===== src/rtl/module_display_scan_pkg.sv =====
// Shared types and constants for the 4-digit multiplexed 7-segment display driver.
// Glyph encodings are active-high {g,f,e,d,c,b,a}; the top level applies the polarity.
package pkg_display;

  typedef enum logic {
    BLANK = 1'b0,
    SHOW  = 1'b1
  } state_t;

  localparam logic [6:0] GLYPH [16] = '{
    7'h3F, 7'h06, 7'h5B, 7'h4F,   // 0 1 2 3
    7'h66, 7'h6D, 7'h7D, 7'h07,   // 4 5 6 7
    7'h7F, 7'h6F, 7'h77, 7'h7C,   // 8 9 A b
    7'h39, 7'h5E, 7'h79, 7'h71    // C d E F
  };

  localparam logic [6:0] SEG_OFF = '0;
  localparam logic [3:0] AN_OFF  = '0;

endpackage


===== src/rtl/module_display_scan_if.sv =====
// Update handshake and display-drive signals between the datapath and the scan driver.
interface module_display_scan_if;
  logic [15:0] value_i;
  logic        upd_i;
  logic        lz_en_i;
  logic        upd_ack_o;
  logic [3:0]  an_o;
  logic [6:0]  seg_o;

  modport master (
    output value_i, upd_i, lz_en_i,
    input  upd_ack_o, an_o, seg_o
  );

  modport slave (
    input  value_i, upd_i, lz_en_i,
    output upd_ack_o, an_o, seg_o
  );
endinterface


===== src/rtl/module_display_scan_hex7seg.sv =====
// Combinational nibble to active-high 7-segment glyph lookup.
module module_hex7seg
  import pkg_display::*;
(
  input  logic [3:0] nibble,
  output logic [6:0] seg
);

  always_comb begin
    seg = GLYPH[nibble];
  end

endmodule


===== src/rtl/module_display_scan.sv =====
// Time-multiplexed 4-digit 7-segment scan driver with blanking gaps, frame-aligned
// value updates through a request/ack handshake, and optional leading-zero blanking.
module module_display_scan
  import pkg_display::*;
#(
  parameter int DIV_CYCLES   = 6750,
  parameter int BLANK_CYCLES = 270,
  parameter bit ACTIVE_LOW   = 1'b1
) (
  input  logic                 clk,
  input  logic                 rst,
  module_display_scan_if.slave bus
);

  localparam int CW = (DIV_CYCLES > 1) ? $clog2(DIV_CYCLES) : 1;
  localparam logic [CW-1:0] CNT_LAST       = CW'(DIV_CYCLES - 1);
  localparam logic [CW-1:0] CNT_BLANK_LAST = CW'(BLANK_CYCLES - 1);
  localparam logic [3:0]    AN_IDLE        = ACTIVE_LOW ? ~AN_OFF : AN_OFF;
  localparam logic [6:0]    SEG_IDLE       = ACTIVE_LOW ? ~SEG_OFF : SEG_OFF;

  state_t          state_q, state_d;
  logic [CW-1:0]   cnt_q, cnt_d;
  logic [1:0]      dig_q, dig_d;
  logic [15:0]     disp_q, disp_d;
  logic [15:0]     pend_q, pend_d;
  logic            pend_v_q, pend_v_d;
  logic            ack_q, ack_d;
  logic [3:0]      an_q, an_d;
  logic [6:0]      seg_q, seg_d;
  logic            slot_end, boundary;
  logic [3:0]      nibble;
  logic [6:0]      glyph;
  logic            dark, lit;
  logic [3:0]      an_hi;
  logic [6:0]      seg_hi;

  always_ff @(posedge clk or negedge rst) begin
    if (!rst) begin
      state_q  <= BLANK;
      cnt_q    <= '0;
      dig_q    <= '0;
      disp_q   <= '0;
      pend_q   <= '0;
      pend_v_q <= 1'b0;
      ack_q    <= 1'b0;
      an_q     <= AN_IDLE;
      seg_q    <= SEG_IDLE;
    end else begin
      state_q  <= state_d;
      cnt_q    <= cnt_d;
      dig_q    <= dig_d;
      disp_q   <= disp_d;
      pend_q   <= pend_d;
      pend_v_q <= pend_v_d;
      ack_q    <= ack_d;
      an_q     <= an_d;
      seg_q    <= seg_d;
    end
  end

  always_comb begin
    state_d  = state_q;
    cnt_d    = cnt_q + 1'b1;
    dig_d    = dig_q;
    disp_d   = disp_q;
    pend_d   = pend_q;
    pend_v_d = pend_v_q;
    ack_d    = 1'b0;
    slot_end = (cnt_q == CNT_LAST);
    boundary = slot_end && (dig_q == 2'd3);

    case (state_q)
      BLANK:   if (cnt_q == CNT_BLANK_LAST) state_d = SHOW;
      SHOW:    state_d = SHOW;
      default: state_d = BLANK;
    endcase

    if (slot_end) begin
      cnt_d   = '0;
      state_d = BLANK;
      dig_d   = dig_q + 2'd1;
    end

    // A request arriving in the boundary cycle itself bypasses the pending register.
    if (boundary) begin
      if (bus.upd_i) begin
        disp_d = bus.value_i;
        ack_d  = 1'b1;
      end else if (pend_v_q) begin
        disp_d = pend_q;
        ack_d  = 1'b1;
      end
      pend_v_d = 1'b0;
    end else if (bus.upd_i) begin
      pend_d   = bus.value_i;
      pend_v_d = 1'b1;
    end
  end

  module_hex7seg u_hex7seg (
    .nibble (nibble),
    .seg    (glyph)
  );

  // Outputs are encoded from the next-cycle scan state so the registered
  // anodes line up exactly with the state register.
  always_comb begin
    nibble = disp_d[4*dig_d +: 4];
    case (dig_d)
      2'd1:    dark = (disp_d[15:4]  == '0);
      2'd2:    dark = (disp_d[15:8]  == '0);
      2'd3:    dark = (disp_d[15:12] == '0);
      default: dark = 1'b0;
    endcase
    dark   = dark && bus.lz_en_i;
    lit    = (state_d == SHOW) && !dark;
    an_hi  = lit ? (4'b0001 << dig_d) : AN_OFF;
    seg_hi = lit ? glyph : SEG_OFF;
    an_d   = ACTIVE_LOW ? ~an_hi  : an_hi;
    seg_d  = ACTIVE_LOW ? ~seg_hi : seg_hi;
  end

  assign bus.upd_ack_o = ack_q;
  assign bus.an_o      = an_q;
  assign bus.seg_o     = seg_q;

endmodule


===== src/flat_wrapper.sv =====
// flat-port wrapper written by rule: the top's interface ports become plain ports
module module_display_scan_flat import pkg_display::*;
#(
  parameter int DIV_CYCLES   = 6750,
  parameter int BLANK_CYCLES = 270,
  parameter bit ACTIVE_LOW   = 1'b1
)
  (clk, rst, bus_value_i, bus_upd_i, bus_lz_en_i, bus_upd_ack_o, bus_an_o, bus_seg_o);
  module_display_scan_if bus_i ();
  input  logic clk;
  input  logic rst;
  input wire logic [$bits(bus_i.value_i)-1:0] bus_value_i;
  input wire logic [$bits(bus_i.upd_i)-1:0] bus_upd_i;
  input wire logic [$bits(bus_i.lz_en_i)-1:0] bus_lz_en_i;
  output wire logic [$bits(bus_i.upd_ack_o)-1:0] bus_upd_ack_o;
  output wire logic [$bits(bus_i.an_o)-1:0] bus_an_o;
  output wire logic [$bits(bus_i.seg_o)-1:0] bus_seg_o;
  assign bus_i.value_i = bus_value_i;
  assign bus_i.upd_i = bus_upd_i;
  assign bus_i.lz_en_i = bus_lz_en_i;
  assign bus_upd_ack_o = bus_i.upd_ack_o;
  assign bus_an_o = bus_i.an_o;
  assign bus_seg_o = bus_i.seg_o;
  module_display_scan #(.DIV_CYCLES(DIV_CYCLES), .BLANK_CYCLES(BLANK_CYCLES), .ACTIVE_LOW(ACTIVE_LOW)) u_core (.clk(clk), .rst(rst), .bus(bus_i));
endmodule

===== config.mk =====
export PLATFORM = sky130hd
export DESIGN_NAME = module_display_scan_flat
export DESIGN_NICKNAME = d
export VERILOG_FILES = /design/src/rtl/module_display_scan_pkg.sv /design/src/rtl/module_display_scan_if.sv /design/src/rtl/module_display_scan_hex7seg.sv /design/src/rtl/module_display_scan.sv /design/src/flat_wrapper.sv
export SDC_FILE = /design/constraint.sdc
export NUM_CORES = 1
export LEC_CHECK = 0
export ABC_AREA = 1
export CAP_MARGIN = 20
export CELL_PAD_IN_SITES_DETAIL_PLACEMENT = 1
export CELL_PAD_IN_SITES_GLOBAL_PLACEMENT = 1
export CORE_ASPECT_RATIO = 1.25
export CORE_MARGIN = 8
export CORE_UTILIZATION = 40
export DETAILED_ROUTE_END_ITERATION = 16
export PLACE_DENSITY_LB_ADDON = 0.3
export SETUP_SLACK_MARGIN = 0.3
export SLEW_MARGIN = 15
export SYNTH_ARGS = -nofsm -noshare
export SYNTH_HDL_FRONTEND = slang
export SYNTH_SLANG_ARGS = --single-unit

===== constraint.sdc =====
create_clock -name clk -period 2.81 [get_ports clk]
set_input_delay 0.281 -clock clk [delete_from_list [all_inputs] [get_ports clk]]
set_output_delay 0.281 -clock clk [all_outputs]
set_load 0.02 [all_outputs]

==> results of run 1 <==
## registers in the layout, indices dropped and copies added (netlist names)
signal,count
u_core.dig_q,2
u_core.cnt_q,13
u_core.disp_q,16
u_core.pend_v_q,1
u_core.pend_q,16
u_core.bus.upd_ack_o,1
u_core.bus.seg_o,7
u_core.state_q,1
u_core.bus.an_o,4
## Yosys cell counts, types with 2 or more instances
| cell | instances | share of area [%] |
|---|---|---|
| nand2_1 | 157 | 16 |
| inv_1 | 54 | 5.4 |
| dfrtp_1 | 50 | 34 |
| nand3_1 | 35 | 4.7 |
| nor2_1 | 25 | 2.5 |
| o21ai_0 | 17 | 2.3 |
| nand2_2 | 16 | 2.7 |
| dfstp_2 | 11 | 7.8 |
| mux2_2 | 10 | 3.0 |
| ha_1 | 9 | 3.0 |
| inv_2 | 9 | 0.91 |
| nor2_2 | 9 | 1.5 |
| a21oi_1 | 8 | 1.1 |
| nand3_2 | 7 | 1.9 |
| nor2_4 | 7 | 2.1 |
| nor3_1 | 5 | 0.67 |
| o211ai_1 | 5 | 1.0 |
| nand2_4 | 4 | 1.2 |
| o21ai_1 | 4 | 0.54 |
| buf_2 | 3 | 0.40 |
| buf_4 | 3 | 0.60 |
| buf_6 | 3 | 0.91 |
| nand4_1 | 3 | 0.50 |
| o21ai_2 | 3 | 0.71 |
| and2_1 | 2 | 0.34 |
| clkbuf_1 | 2 | 0.20 |
| nand3_4 | 2 | 0.94 |
| nor2_8 | 2 | 1.1 |
| nor4_1 | 2 | 0.34 |
| o21bai_1 | 2 | 0.40 |
| or2_2 | 2 | 0.34 |
| xor2_1 | 2 | 0.47 |
## worst paths after layout
check                      cells after the start              start  slack (ns)                  end
min reg2reg                                    2  u_core.pend_q[12]        0.49    u_core.pend_q[12]
min in group clk                               2  u_core.pend_q[12]        0.49    u_core.pend_q[12]
max in group asynchronous                      3                rst        1.98  u_core.bus.seg_o[4]
max reg2reg                                   16    u_core.cnt_q[1]        0.39  u_core.bus.seg_o[3]
min                                            3                rst        0.47      u_core.cnt_q[6]
max                                           16    u_core.cnt_q[1]        0.39  u_core.bus.seg_o[3]
## what timing repair did
item                                   4_1_cts  5_1_grt
cloned                                       0        1
hold buffers                                 1        0
gates resized for setup                      4       21
pin swaps                                    2       11
setup endpoints to repair                    7        7
buffers inserted                             1       18
endpoints found under the hold margin       50        0
## placed cells by master, fill, tap and decap left out, drive strengths merged
cell type      count
nand2            177
inv               64
dfrtp             50
nand3             45
nor2              43
buf               31
clkdlybuf4s50     30
o21ai             24
clkbuf            12
dfstp             11
mux2              10
ha                 9
a21oi              8
o211ai             5
nor3               5
nand4              3
clkinv             3
and2               2
nor4               2
o21bai             2
xor2               2
or2                2
a41oi              1
nand3b             1
nor3b              1
xnor2              1
clkinvlp           1
dlygate4sd3        1
## stage by stage
| stage | cell area, um2 | utilization [%] | total power [mW] | instances | hold WS [ns] |
|---|---|---|---|---|---|
| 2_1_floorplan | 3726 | - | 0.9916 | 478 | -0.01459 |
| 3_3_place_gp | 4202 | 46.04 | 1.060 | 632 | 0.3216 |
| 3_5_place_dp | 4202 | 46.04 | 1.066 | 632 | 0.3251 |
| 4_1_cts | 4523 | 49.57 | 2.124 | 650 | 0.4946 |
| 5_1_grt | 4737 | 51.91 | 2.181 | 669 | 0.5239 |
| 6_report | 4737 | 51.91 | 2.097 | 669 | 0.4726 |
## power groups by stage
| stage | registers [mW] | clock network (mW) | logic (mW) |
|---|---|---|---|
| after detailed placement | 0.930 | 0 | 0.136 |
| after global routing | 0.919 | 1.11 | 0.153 |
| after CTS | 0.915 | 1.07 | 0.139 |
| final | 0.915 | 1.04 | 0.137 |
| after floorplan | 0.926 | 0 | 0.0660 |
| after global placement | 0.928 | 0 | 0.132 |
## kinds of logic after synthesis
group / count (synthesis) / share of synthesized area, %
and+or+nand+nor: 280 / 37.04
buffers and inverters: 75 / 8.630
DFF: 61 / 41.34
AOI/OAI and AO/OA: 40 / 6.246
muxes: 10 / 3.022
adders and majority gates: 9 / 3.022
xor gates and xnor gates: 3 / 0.7053
## routing by layer
layer / share of wire [%] / up-vias / GRT usage, % / wire length (um)
met5: 0 / - / 0 / 0
met4: 1.6 / 0 / 7.268 / 174
met3: 2.3 / 11 / 3.803 / 258
met2: 54 / 30 / 34.43 / 6034
met1: 42 / 1673 / 19.97 / 4624
li1: - / 1629 / - / -
## area by class of cell
| type | instances | area share [%] |
|---|---|---|
| Multi-Input combinational cell | 343 | 41.36 |
| Sequential cell | 61 | 32.57 |
| Timing Repair Buffer | 62 | 11.75 |
| Clock buffer | 12 | 5.415 |
| Inverter | 64 | 5.177 |
| Tap cell | 123 | 3.249 |
| Clock inverter | 4 | 0.4754 |
## critical path: cells and delay by family (launching register included)
family	cells	cell delay [ns]
fa+ha+maj	2	0.38
flops	1	0.42
buf+inv	4	0.36
simple gates	10	1.17
==> results.py, run 1 <==
metrics = {
    "outcome": {
        "status": "finished, final reports clean",
    },
    "sta": {
        "max_freq_mhz": 414.1,
        "finClkSkew_ns": 0.004939,
        "worst_pin_slew_ns": 0.3811,
        "setup_tns_ns": 0,
        "min_period_ns": 2.415,
        "finalHoldViolations": 0,
        "slew_headroom_pct": 74.40,
        "post-route-period-util_pct": 85.94,
        "rsz0062_at_grt": "false",
        "finalWorstSetupSlack_ns": 0.3949,
        "finalSetupViolCount": 0,
        "maxSlewViolCount": 0,
    },
    "clocking": {
        "cts.sinks": 61,
        "clk_latency_ns": 0.33,
        "cts_max_level": 3,
        "clk_path_buf_depth": 2,
        "cts_root_buf": "clkbuf_16",
        "tritoncts": "built",
        "cts.clk_slew.worst_paths_ns": 0.05,
        "cts_made_buffers": 9,
    },
    "power": {
        "sw_frac_of_total_pct": 23.34,
        "p_leak_nw": 2.228,
        "switchingPower_mw": 0.4894,
        "ir_drop_uv": 290.3,
        "p_seq_share_pct": 43.6,
        "power_density_nw_per_um2": 442.7,
        "clock_power_share_pct": 49.8,
        "p_comb_share_pct": 6.5,
        "intPower_mw": 1.608,
    },
    "setup_path": {
        "arrival_ns": 2.69,
        "path_cells": "inv_2, ha_4, nand3_4, nor2_8, buf_4, nand3_1, nand2_4, nand2_2, inv_4, nand2_1, nand4_1, ha_2, inv_1, nand2_1, nand3_1, nand3_1",
        "crit_path_start_kind": "flip-flop",
        "path_max_fanout": 5,
        "crit_type": "reg -> reg",
        "slowest_stage": "dfrtp_1",
        "required_ns": 3.08,
        "critPathMaxStageDelay_ns": 0.42,
        "endpoint_kind": "flip-flop",
        "cp_common_cell": "nand3_1",
    },
    "finish": {
        "final_nets": 570,
        "regArea_um2": 1543,
        "multiInputGateArea_um2": 1959,
        "layout-drive-gt1-share_pct": 26.37,
        "area_growth_pct": 27.13,
        "fillers": 1134,
        "antennaDiodeCount": 0,
    },
    "flow_run": {
        "maxCapViolCount": 0,
    },
    "synth": {
        "syn_area_per_cell_um2": 7.795,
        "synth.distinct_cells": 37,
        "synth_seq_cells": 61,
        "async_reset_ff_share_pct": 100.0,
        "synth_edf_count": 0,
        "seq_area_frac_synth_pct": 41.34,
        "ys_warn_count": 0,
        "syn-num-nets": 507,
        "syn_inst": 478,
        "synth_area_um2": 3726,
        "synth_ff_type": "dfrtp_1",
    },
    "floorplanning": {
        "core_area_um2": 9125,
        "initial_core_util_pct": 40.83,
        "die-area_um2": 12680,
        "top_level_ports": 32,
        "die_w_um": 102.3,
        "fp-row-count": 39,
        "die_h_um": 123.9,
    },
    "global_routing": {
        "grt_first_pass_wirelength_um": 18140,
        "antenna_found_initial": 0,
        "grt_overflow": 0,
        "grt_max_degree": 62,
        "grt_util_all_layers_pct": 18.55,
        "grt_pass1_vias": 3670,
    },
    "hold_path": {
        "hold_class": "in -> async",
    },
    "place": {
        "gp_congestion": 0.9162,
        "pre_cts_slack_ns": 0.2375,
        "numPortBuffers": 31,
        "hpwl_um": 7722,
    },
    "detailed_routing": {
        "routed_via_density": 4.997,
        "ant_nets": 0,
        "drt-total-wl_um": 11090,
        "drcViolationCount": 0,
        "vias": 3343,
        "drt-initial-drc-count": 80,
        "first_pass_iters": 4,
        "wl_per_cell_um": 16.58,
    },
}
(Power assumes the default switching activity.)
==> run 2: changes to the inputs <==
--- a/config.mk
+++ b/config.mk
@@ -15,7 +15,7 @@
 export DETAILED_ROUTE_END_ITERATION = 16
 export PLACE_DENSITY_LB_ADDON = 0.3
 export SETUP_SLACK_MARGIN = 0.3
-export SLEW_MARGIN = 15
+export SLEW_MARGIN = 20
 export SYNTH_ARGS = -nofsm -noshare
 export SYNTH_HDL_FRONTEND = slang
 export SYNTH_SLANG_ARGS = --single-unit
==> results of run 2 <==
Final layout, timing and power as in run 1 (identical DEF).
